### src/rtl/fetch_queue_if.sv
// fetch_queue_if
//   Bundles the front-end -> queue and queue -> back-end fetch-pack links
//   together with the queue status outputs.
//   slave  : used by the queue itself (i_* in, o_* out)
//   master : used by whatever drives and observes the queue
//   Ports: i_flush, i_pack_valid/o_pack_ready plus the input pack fields,
//          o_pack_valid/i_pack_ready plus the head pack fields, o_count, o_full.
interface fetch_queue_if #(
  parameter int FETCH_WIDTH = 2,
  parameter int DEPTH       = 8
);
  localparam int SEL_W = (FETCH_WIDTH > 1) ? $clog2(FETCH_WIDTH) : 1;
  localparam int PTR_W = $clog2(DEPTH);

  logic                     i_flush;
  logic                     i_pack_valid;
  logic                     o_pack_ready;
  logic [FETCH_WIDTH-1:0]   i_pack_valids;
  logic [63:0]              i_pack_pc;
  logic [32*FETCH_WIDTH-1:0] i_pack_insts;
  logic                     i_pack_bp_valid;
  logic [63:0]              i_pack_bp_target;
  logic [3:0]               i_pack_bp_type;
  logic [SEL_W-1:0]         i_pack_bp_select;
  logic                     i_pack_bp_taken;

  logic                     o_pack_valid;
  logic                     i_pack_ready;
  logic [FETCH_WIDTH-1:0]   o_pack_valids;
  logic [63:0]              o_pack_pc;
  logic [32*FETCH_WIDTH-1:0] o_pack_insts;
  logic                     o_pack_bp_valid;
  logic [63:0]              o_pack_bp_target;
  logic [3:0]               o_pack_bp_type;
  logic [SEL_W-1:0]         o_pack_bp_select;
  logic                     o_pack_bp_taken;

  logic [PTR_W:0]           o_count;
  logic                     o_full;

  modport slave (
    input  i_flush, i_pack_valid, i_pack_valids, i_pack_pc, i_pack_insts,
           i_pack_bp_valid, i_pack_bp_target, i_pack_bp_type, i_pack_bp_select,
           i_pack_bp_taken, i_pack_ready,
    output o_pack_ready, o_pack_valid, o_pack_valids, o_pack_pc, o_pack_insts,
           o_pack_bp_valid, o_pack_bp_target, o_pack_bp_type, o_pack_bp_select,
           o_pack_bp_taken, o_count, o_full
  );

  modport master (
    output i_flush, i_pack_valid, i_pack_valids, i_pack_pc, i_pack_insts,
           i_pack_bp_valid, i_pack_bp_target, i_pack_bp_type, i_pack_bp_select,
           i_pack_bp_taken, i_pack_ready,
    input  o_pack_ready, o_pack_valid, o_pack_valids, o_pack_pc, o_pack_insts,
           o_pack_bp_valid, o_pack_bp_target, o_pack_bp_type, o_pack_bp_select,
           o_pack_bp_taken, o_count, o_full
  );
endinterface

### src/rtl/fetch_queue.sv
// fetch_queue
//   Decoupling queue between fetch front end and back end. Holds up to DEPTH
//   fetch packs (FETCH_WIDTH instructions + branch prediction info) in a
//   circular buffer; head entry is presented combinationally (first-word
//   fall-through). A flush (pc redirect) empties the queue.
//   Ports:
//     clock  - rising-edge clock
//     reset  - synchronous active-high reset
//     bus    - fetch_queue_if.slave: enqueue side (i_pack_*, o_pack_ready),
//              dequeue side (o_pack_*, i_pack_ready), i_flush, o_count, o_full
module fetch_queue #(
  parameter int FETCH_WIDTH = 2,
  parameter int DEPTH       = 8
) (
  input  logic          clock,
  input  logic          reset,
  fetch_queue_if.slave  bus
);
  localparam int SEL_W = (FETCH_WIDTH > 1) ? $clog2(FETCH_WIDTH) : 1;
  localparam int PTR_W = $clog2(DEPTH);

  typedef struct packed {
    logic [FETCH_WIDTH-1:0]    valids;
    logic [63:0]               pc;
    logic [32*FETCH_WIDTH-1:0] insts;
    logic                      bpValid;
    logic [63:0]               bpTarget;
    logic [3:0]                bpType;
    logic [SEL_W-1:0]          bpSelect;
    logic                      bpTaken;
  } entry_t;

  entry_t         r_mem [DEPTH];
  logic [PTR_W-1:0] r_head;
  logic [PTR_W-1:0] r_tail;
  logic [PTR_W:0]   r_count;

  logic   w_full;
  logic   w_ready;
  logic   w_valid;
  logic   w_enq;
  logic   w_store;
  logic   w_deq;
  entry_t w_inEntry;
  entry_t w_headEntry;

  // Full queues refuse input even if the head leaves this cycle; ready is
  // also forced low for the whole time reset is asserted.
  assign w_full  = (r_count == (PTR_W+1)'(DEPTH));
  assign w_ready = !reset && !w_full;
  assign w_valid = (r_count != '0);

  // Empty packs complete the handshake but take no storage.
  assign w_enq   = bus.i_pack_valid && w_ready;
  assign w_store = w_enq && (|bus.i_pack_valids);
  assign w_deq   = w_valid && bus.i_pack_ready;

  assign w_inEntry.valids   = bus.i_pack_valids;
  assign w_inEntry.pc       = bus.i_pack_pc;
  assign w_inEntry.insts    = bus.i_pack_insts;
  assign w_inEntry.bpValid  = bus.i_pack_bp_valid;
  assign w_inEntry.bpTarget = bus.i_pack_bp_target;
  assign w_inEntry.bpType   = bus.i_pack_bp_type;
  assign w_inEntry.bpSelect = bus.i_pack_bp_select;
  assign w_inEntry.bpTaken  = bus.i_pack_bp_taken;

  // Pointer/count bookkeeping; reset beats flush, flush beats any
  // same-cycle enqueue. Pointers wrap naturally since DEPTH is 2^PTR_W.
  always_ff @(posedge clock) begin
    if (reset || bus.i_flush) begin
      r_head  <= '0;
      r_tail  <= '0;
      r_count <= '0;
    end else begin
      if (w_store) r_tail <= r_tail + PTR_W'(1);
      if (w_deq)   r_head <= r_head + PTR_W'(1);
      case ({w_store, w_deq})
        2'b10:   r_count <= r_count + (PTR_W+1)'(1);
        2'b01:   r_count <= r_count - (PTR_W+1)'(1);
        default: r_count <= r_count;
      endcase
    end
  end

  // Entry storage is never reset; a flushed enqueue must not land here.
  always_ff @(posedge clock) begin
    if (w_store && !bus.i_flush) begin
      r_mem[r_tail] <= w_inEntry;
    end
  end

  assign w_headEntry = r_mem[r_head];

  assign bus.o_pack_ready     = w_ready;
  assign bus.o_pack_valid     = w_valid;
  assign bus.o_pack_valids    = w_headEntry.valids;
  assign bus.o_pack_pc        = w_headEntry.pc;
  assign bus.o_pack_insts     = w_headEntry.insts;
  assign bus.o_pack_bp_valid  = w_headEntry.bpValid;
  assign bus.o_pack_bp_target = w_headEntry.bpTarget;
  assign bus.o_pack_bp_type   = w_headEntry.bpType;
  assign bus.o_pack_bp_select = w_headEntry.bpSelect;
  assign bus.o_pack_bp_taken  = w_headEntry.bpTaken;
  assign bus.o_count          = r_count;
  assign bus.o_full           = w_full;
endmodule

### src/flat_wrapper.sv
// flat-port wrapper written by rule: the top's interface ports become plain ports
module fetch_queue_flat 
#(
  parameter int FETCH_WIDTH = 2,
  parameter int DEPTH       = 8
)
  (clock, reset, bus_i_flush, bus_i_pack_valid, bus_i_pack_valids, bus_i_pack_pc, bus_i_pack_insts, bus_i_pack_bp_valid, bus_i_pack_bp_target, bus_i_pack_bp_type, bus_i_pack_bp_select, bus_i_pack_bp_taken, bus_i_pack_ready, bus_o_pack_ready, bus_o_pack_valid, bus_o_pack_valids, bus_o_pack_pc, bus_o_pack_insts, bus_o_pack_bp_valid, bus_o_pack_bp_target, bus_o_pack_bp_type, bus_o_pack_bp_select, bus_o_pack_bp_taken, bus_o_count, bus_o_full);
  fetch_queue_if #(.FETCH_WIDTH(FETCH_WIDTH), .DEPTH(DEPTH)) bus_i ();
  input  logic clock;
  input  logic reset;
  input wire logic [$bits(bus_i.i_flush)-1:0] bus_i_flush;
  input wire logic [$bits(bus_i.i_pack_valid)-1:0] bus_i_pack_valid;
  input wire logic [$bits(bus_i.i_pack_valids)-1:0] bus_i_pack_valids;
  input wire logic [$bits(bus_i.i_pack_pc)-1:0] bus_i_pack_pc;
  input wire logic [$bits(bus_i.i_pack_insts)-1:0] bus_i_pack_insts;
  input wire logic [$bits(bus_i.i_pack_bp_valid)-1:0] bus_i_pack_bp_valid;
  input wire logic [$bits(bus_i.i_pack_bp_target)-1:0] bus_i_pack_bp_target;
  input wire logic [$bits(bus_i.i_pack_bp_type)-1:0] bus_i_pack_bp_type;
  input wire logic [$bits(bus_i.i_pack_bp_select)-1:0] bus_i_pack_bp_select;
  input wire logic [$bits(bus_i.i_pack_bp_taken)-1:0] bus_i_pack_bp_taken;
  input wire logic [$bits(bus_i.i_pack_ready)-1:0] bus_i_pack_ready;
  output wire logic [$bits(bus_i.o_pack_ready)-1:0] bus_o_pack_ready;
  output wire logic [$bits(bus_i.o_pack_valid)-1:0] bus_o_pack_valid;
  output wire logic [$bits(bus_i.o_pack_valids)-1:0] bus_o_pack_valids;
  output wire logic [$bits(bus_i.o_pack_pc)-1:0] bus_o_pack_pc;
  output wire logic [$bits(bus_i.o_pack_insts)-1:0] bus_o_pack_insts;
  output wire logic [$bits(bus_i.o_pack_bp_valid)-1:0] bus_o_pack_bp_valid;
  output wire logic [$bits(bus_i.o_pack_bp_target)-1:0] bus_o_pack_bp_target;
  output wire logic [$bits(bus_i.o_pack_bp_type)-1:0] bus_o_pack_bp_type;
  output wire logic [$bits(bus_i.o_pack_bp_select)-1:0] bus_o_pack_bp_select;
  output wire logic [$bits(bus_i.o_pack_bp_taken)-1:0] bus_o_pack_bp_taken;
  output wire logic [$bits(bus_i.o_count)-1:0] bus_o_count;
  output wire logic [$bits(bus_i.o_full)-1:0] bus_o_full;
  assign bus_i.i_flush = bus_i_flush;
  assign bus_i.i_pack_valid = bus_i_pack_valid;
  assign bus_i.i_pack_valids = bus_i_pack_valids;
  assign bus_i.i_pack_pc = bus_i_pack_pc;
  assign bus_i.i_pack_insts = bus_i_pack_insts;
  assign bus_i.i_pack_bp_valid = bus_i_pack_bp_valid;
  assign bus_i.i_pack_bp_target = bus_i_pack_bp_target;
  assign bus_i.i_pack_bp_type = bus_i_pack_bp_type;
  assign bus_i.i_pack_bp_select = bus_i_pack_bp_select;
  assign bus_i.i_pack_bp_taken = bus_i_pack_bp_taken;
  assign bus_i.i_pack_ready = bus_i_pack_ready;
  assign bus_o_pack_ready = bus_i.o_pack_ready;
  assign bus_o_pack_valid = bus_i.o_pack_valid;
  assign bus_o_pack_valids = bus_i.o_pack_valids;
  assign bus_o_pack_pc = bus_i.o_pack_pc;
  assign bus_o_pack_insts = bus_i.o_pack_insts;
  assign bus_o_pack_bp_valid = bus_i.o_pack_bp_valid;
  assign bus_o_pack_bp_target = bus_i.o_pack_bp_target;
  assign bus_o_pack_bp_type = bus_i.o_pack_bp_type;
  assign bus_o_pack_bp_select = bus_i.o_pack_bp_select;
  assign bus_o_pack_bp_taken = bus_i.o_pack_bp_taken;
  assign bus_o_count = bus_i.o_count;
  assign bus_o_full = bus_i.o_full;
  fetch_queue #(.FETCH_WIDTH(FETCH_WIDTH), .DEPTH(DEPTH)) u_core (.clock(clock), .reset(reset), .bus(bus_i));
endmodule
### config.mk
export PLATFORM = sky130hd
export DESIGN_NAME = fetch_queue_flat
export DESIGN_NICKNAME = d
export VERILOG_FILES = /design/src/rtl/fetch_queue_if.sv /design/src/rtl/fetch_queue.sv /design/src/flat_wrapper.sv
export SDC_FILE = /design/constraint.sdc
export NUM_CORES = 1
export LEC_CHECK = 0
export ABC_CLOCK_PERIOD_IN_PS = 21700
export CAP_MARGIN = 25
export CORE_UTILIZATION = 35
export CTS_CLUSTER_SIZE = 30
export DETAILED_ROUTE_END_ITERATION = 7
export MAX_ROUTING_LAYER = met4
export PLACE_DENSITY = 0.61
export SYNTH_ARGS = -nofsm -noshare
export SYNTH_HDL_FRONTEND = slang
export SYNTH_SLANG_ARGS = --single-unit
### constraint.sdc
create_clock -name clock -period 21.7 [get_ports clock]
set_input_delay 2.17 -clock clock [delete_from_list [all_inputs] [get_ports clock]]
set_output_delay 2.17 -clock clock [all_outputs]
set_load 0.05 [all_outputs]
Yosys cells after proc, flatten, opt, wreduce, memory -nomap -nowiden
Memory sizes are Yosys's and may differ from the RTL's. A register that Yosys moved wholly into a read port is not among the register bits.
Cells that the tools add are included.
{"block": "totals", "ff_bits": 10, "ram_bits": 1608, "input_bits": 206, "out_inout_bits": 208, "elab_cells": 28, "memories": 1}
{"block": "op_classes", "n_addsub": 4, "n_eq_ne": 3, "n_mux": 5, "n_reduce_logical": 12}
{"memory": "u_core.r_mem", "depth": 8, "word_bits": 201, "rd": 1, "rd_ports_with_merged_regs": 1, "wr": 1, "line": "fetch_queue.sv:33", "text": "entry_t r_mem [DEPTH];"}
{"op": "$pmux 4 s2", "count": 1}
{"op": "$add 3x1->3 const B", "count": 2}
{"op": "$mux 3", "count": 2}
{"op": "$logic_and 1x1->1", "count": 5}
{"op": "$add 4x1->4 const B", "count": 1}
{"op": "$eq 4x4->1 const B", "count": 1}
{"op": "$reduce_bool 4->1", "count": 1}
{"op": "$sub 4x1->4 const B", "count": 1}
{"op": "$logic_not 1->1", "count": 3}
{"op": "$eq 2x1->1 const B", "count": 1}
{"op": "$eq 2x2->1 const B", "count": 1}
{"op": "$mux 1", "count": 2}
{"op": "$reduce_bool 2->1", "count": 1}
{"op": "$reduce_or 2->1", "count": 1}
{"op": "$logic_or 1x1->1", "count": 1}

Logic depth before layout (Yosys ltp)
{"block": "logic_depth", "word_depth": 8, "mapped_depth": 10, "depth_no_buf": 10}

Worst setup path before layout
Ideal clock, no wire load.
{"block": "synth_path", "path_kind": "input port to flip-flop", "from": "input port bus_i_pack_valids[1]", "to": "memory u_core.r_mem[0][0] (netlist name), enable pin", "setup_time_ps": 1254, "arrival_ps": 21579, "t_required_ps": 20446, "path_slack_ps": -1133, "stages": 4, "path_buffers": 0, "cell_sequence": "o21ai_0 > nor3_1 > nand2b_1 > nor4_1"}
{"block": "synth_via", "elab_chain_len": 5}
{"element": "start: declaration", "line": "flat_wrapper.sv:13", "text": "input wire logic [$bits(bus_i.i_pack_valids)-1:0] bus_i_pack_valids;"}
{"element": "$reduce_or 2->1", "line": "fetch_queue.sv:55", "text": "assign w_store = w_enq && (|bus.i_pack_valids);"}
{"element": "$logic_and 1x1->1", "line": "fetch_queue.sv:55"}
{"element": "$logic_and 1x1->1", "line": "fetch_queue.sv:87", "text": "if (w_store && !bus.i_flush) begin"}
{"element": "$mux 1", "line": "fetch_queue.sv:87"}
{"element": "$mux 1 (implied by the code)", "line": "fetch_queue.sv:88", "text": "r_mem[r_tail] <= w_inEntry;"}
{"element": "end: declaration", "line": "fetch_queue.sv:33"}
No other way between the ends.

==> run metrics <==
I/O Pins=414; post-synth cell types=31; R2R setup slack=17170 ps; most common cell in the netlist=edfxtp_1; core area=176000 sq um; DRT Wirelength=133 mm; DRC Markers=0; adder-cell share of the synthesized area=0.133%; xor and xnor area share after synthesis=0.0706%; mux contribution to synthesized area=19.8%; First-pass DRT Iterations=5; routed length per instance=24.6 um; asr flop ratio synth=0%; row cnt=154; total grt overflow=0; first-pass GRT wire length=193 mm; EDFF count, synth=1608; H-tree Lvls=4; 1st-iter DRT viols=1695; Max Clock Skew=30.8 ps; GRT Overall Usage=15.2%; Worst Tran Pin Value=1090 ps; Vias/cell=4.95; Mapped Area=62000 sq um; vias in the first global route=28300; Fin. Hold Viols=0; CTS-repair resized insts=0; Yosys top cell area share=77.9%; largest family of logic cells by synthesized area=multiplexers; crit path DAT=6370 ps; outcome=completed; CTS tree=built; DIE AREA=179000 sq um; hold endpoint=u_core.r_tail[0]$_SDFFE_PP0N_; Worst Hold Depth=2; WP data required=19530 ps; Post-Syn Nets=2617; TritonCTS Sinks=1621; Fmax=117 MHz; IO Port Bufs=413; most numerous cell on the critical path=buf_4; Final Slew Violations=0; Compound-Gate Fraction of Synth Area=0.0807%; slowest stage delay, CP=830 ps; Post-CTS Hold Fix Bufs=0; worst-path cell chain=buf_4 > buf_12 > buf_4 > buf_4 > buf_16 > mux4_1 > mux2_2 > clkdlybuf4s50_1; register bit total from synthesis=1621; initial core utilization=35.2%; dpl hpwl=72.9 mm; Clock transition at path regs=60 ps; Syn. warnings=0; CTS Buf Count=171; pwr dens=88.0 nW/um^2; RSZ-0062 raised after global routing=false; FF-to-FF Start=u_core.bus.o_count[1]$_SDFFE_PP0P_; simple-gate share of the synthesized area=0.311%; Synth area leaders=edfxtp_1 78%, mux4_1 11%, mux4_2 5.3%; CP Max Fanout=100; slowest CP cell=buf_4; share of layout cells above drive strength 1=21.3%; dominant cell type by area after synthesis=edfxtp_1; Seq/Total Area, Yosys=78.3%; Period minus WS final=8540 ps; largest net degree at the start of global routing=150; Root Buffer=clkbuf_16; synth cell count leaders=1608 x edfxtp_1, 257 x mux4_1, 201 x mux2_2, 145 x mux4_2; RR Endpoint=u_core.r_mem[2][34]$_DFFE_PP_; worst min path class=reg -> reg; worst rel slew slack=27.2%; ys flop type=edfxtp_1; final net count=3140; Non-Filler Instances=5421; post-route antenna net violation count=0; IR Drop Worst-Case VDD=0.0000783 V; period utilization=39.4%; Worst Setup Start Kind=register; crit path kind=reg -> out; initial antenna violation count=20; CP endpoint kind=output port; Die Y=423 um; Area Overhead vs Synth=20.2%; Reg2Reg Depth=8; Post-CTS Setup Inserts=0; Max-cap violations=0; Placed Instances=5095; Pleak=22.9 nW; Worst Hold Launch=u_core.r_tail[0]$_SDFFE_PP0N_; Vias=26900; setup tns final=0 ps; Final setup viols=0; CTS max path bufs=3; worst-skew pair later-pin latency=810 ps; routability cong.=0.741; Chip Width=423 um; syn_area_per_cell=25.8 sq um; Gate Count Post-Synth=2405
-- logic make-up (layout without fill, tap and decap cells) --
logic type	count (synthesis)	in the layout
xor+xnor	5	5
buf+inv	119	783
simple gates	41	41
mux	604	604
flops	1621	1621
other cells	0	12
fa+ha+maj	6	6
compound gates	9	9
-- placed cells by master, fill, tap and decap left out, drive strengths merged, types with 2 or more instances in the layout --
| cell type | count |
|---|---|
| nor2 | 21 |
| nand2 | 7 |
| dfxtp | 13 |
| edfxtp | 1608 |
| clkinvlp | 6 |
| xor2 | 4 |
| nor4b | 2 |
| ha | 5 |
| diode | 12 |
| nand3 | 3 |
| o21ai | 2 |
| a21oi | 5 |
| bufinv | 18 |
| clkbuf | 195 |
| clkdlybuf4s50 | 413 |
| inv | 16 |
| nor4 | 2 |
| mux4 | 402 |
| clkinv | 84 |
| buf | 51 |
| mux2 | 201 |
-- sequential cells by signal, summed over array words and instances, names as in the netlist, named ones only --
signal	count
u_core.r_head	3
u_core.r_mem	1608
u_core.r_tail	3
u_core.bus.o_count	4
-- through the flow --
step	setup slack [ps]	power, mW	cell area [sq um]	util (%)	hold WS [ps]
after floorplan	7400	3.61	62000	-	454
after global placement	13570	3.71	68800	39.1	466
after detailed placement	13840	3.72	68900	39.1	471
after CTS	12910	6.64	74500	42.3	497
after global routing	12730	6.76	74500	42.3	530
final	13160	6.56	74500	42.3	496
-- layout make-up --
cell class / instances / area, sq um
inverter: 5 / 18.8
timing repair buffer: 464 / 4620
antenna: 12 / 30.0
clock buffer: 195 / 4480
fill: 15100 / 102000
sequential: 1621 / 48600
tap: 2340 / 2930
multi-input combinational: 665 / 12700
clock inverter: 119 / 1150
-- worst max path at each step --
| stage | to | startpoint | cells after the start |
|---|---|---|---|
| 2_1_floorplan | u_core.r_mem[0][0]$_DFFE_PP_ | bus_i_pack_valids[1] | 4 |
| 3_3_place_gp | bus_o_pack_bp_target[18] | register | 7 |
| 3_5_place_dp | bus_o_pack_bp_target[18] | register | 8 |
| 4_1_cts | bus_o_pack_bp_target[18] | register | 8 |
| 5_1_grt | bus_o_pack_bp_target[18] | register | 8 |
| 6_report | bus_o_pack_bp_target[18] | register | 8 |
-- power by group --
| group | switching (mW) | internal (mW) | leakage [nW] |
|---|---|---|---|
| clock network | 1.21 | 1.70 | 2.74 |
| logic | 0.114 | 0.0791 | 5.61 |
| registers | 0.00294 | 3.45 | 14.6 |
| total | 1.33 | 5.23 | 22.9 |
-- metal layers --
| layer | GRT usage (%) | share of wire, % | vias to the layer above |
|---|---|---|---|
| met5 | - | 0 | - |
| met2 | 26.1 | 53 | 531 |
| met4 | 6.20 | 3.5 | 0 |
| met1 | 17.5 | 40 | 14400 |
| met3 | 2.84 | 3.5 | 225 |
| li1 | - | - | 11700 |
-- worst max-delay path, delay by kind of cell (launching register included) --
family	cells	cell delay, ps
buffers and inverters	6	3610
multiplexers	2	880
flip-flops	1	760
(Power assumes the default switching activity.)
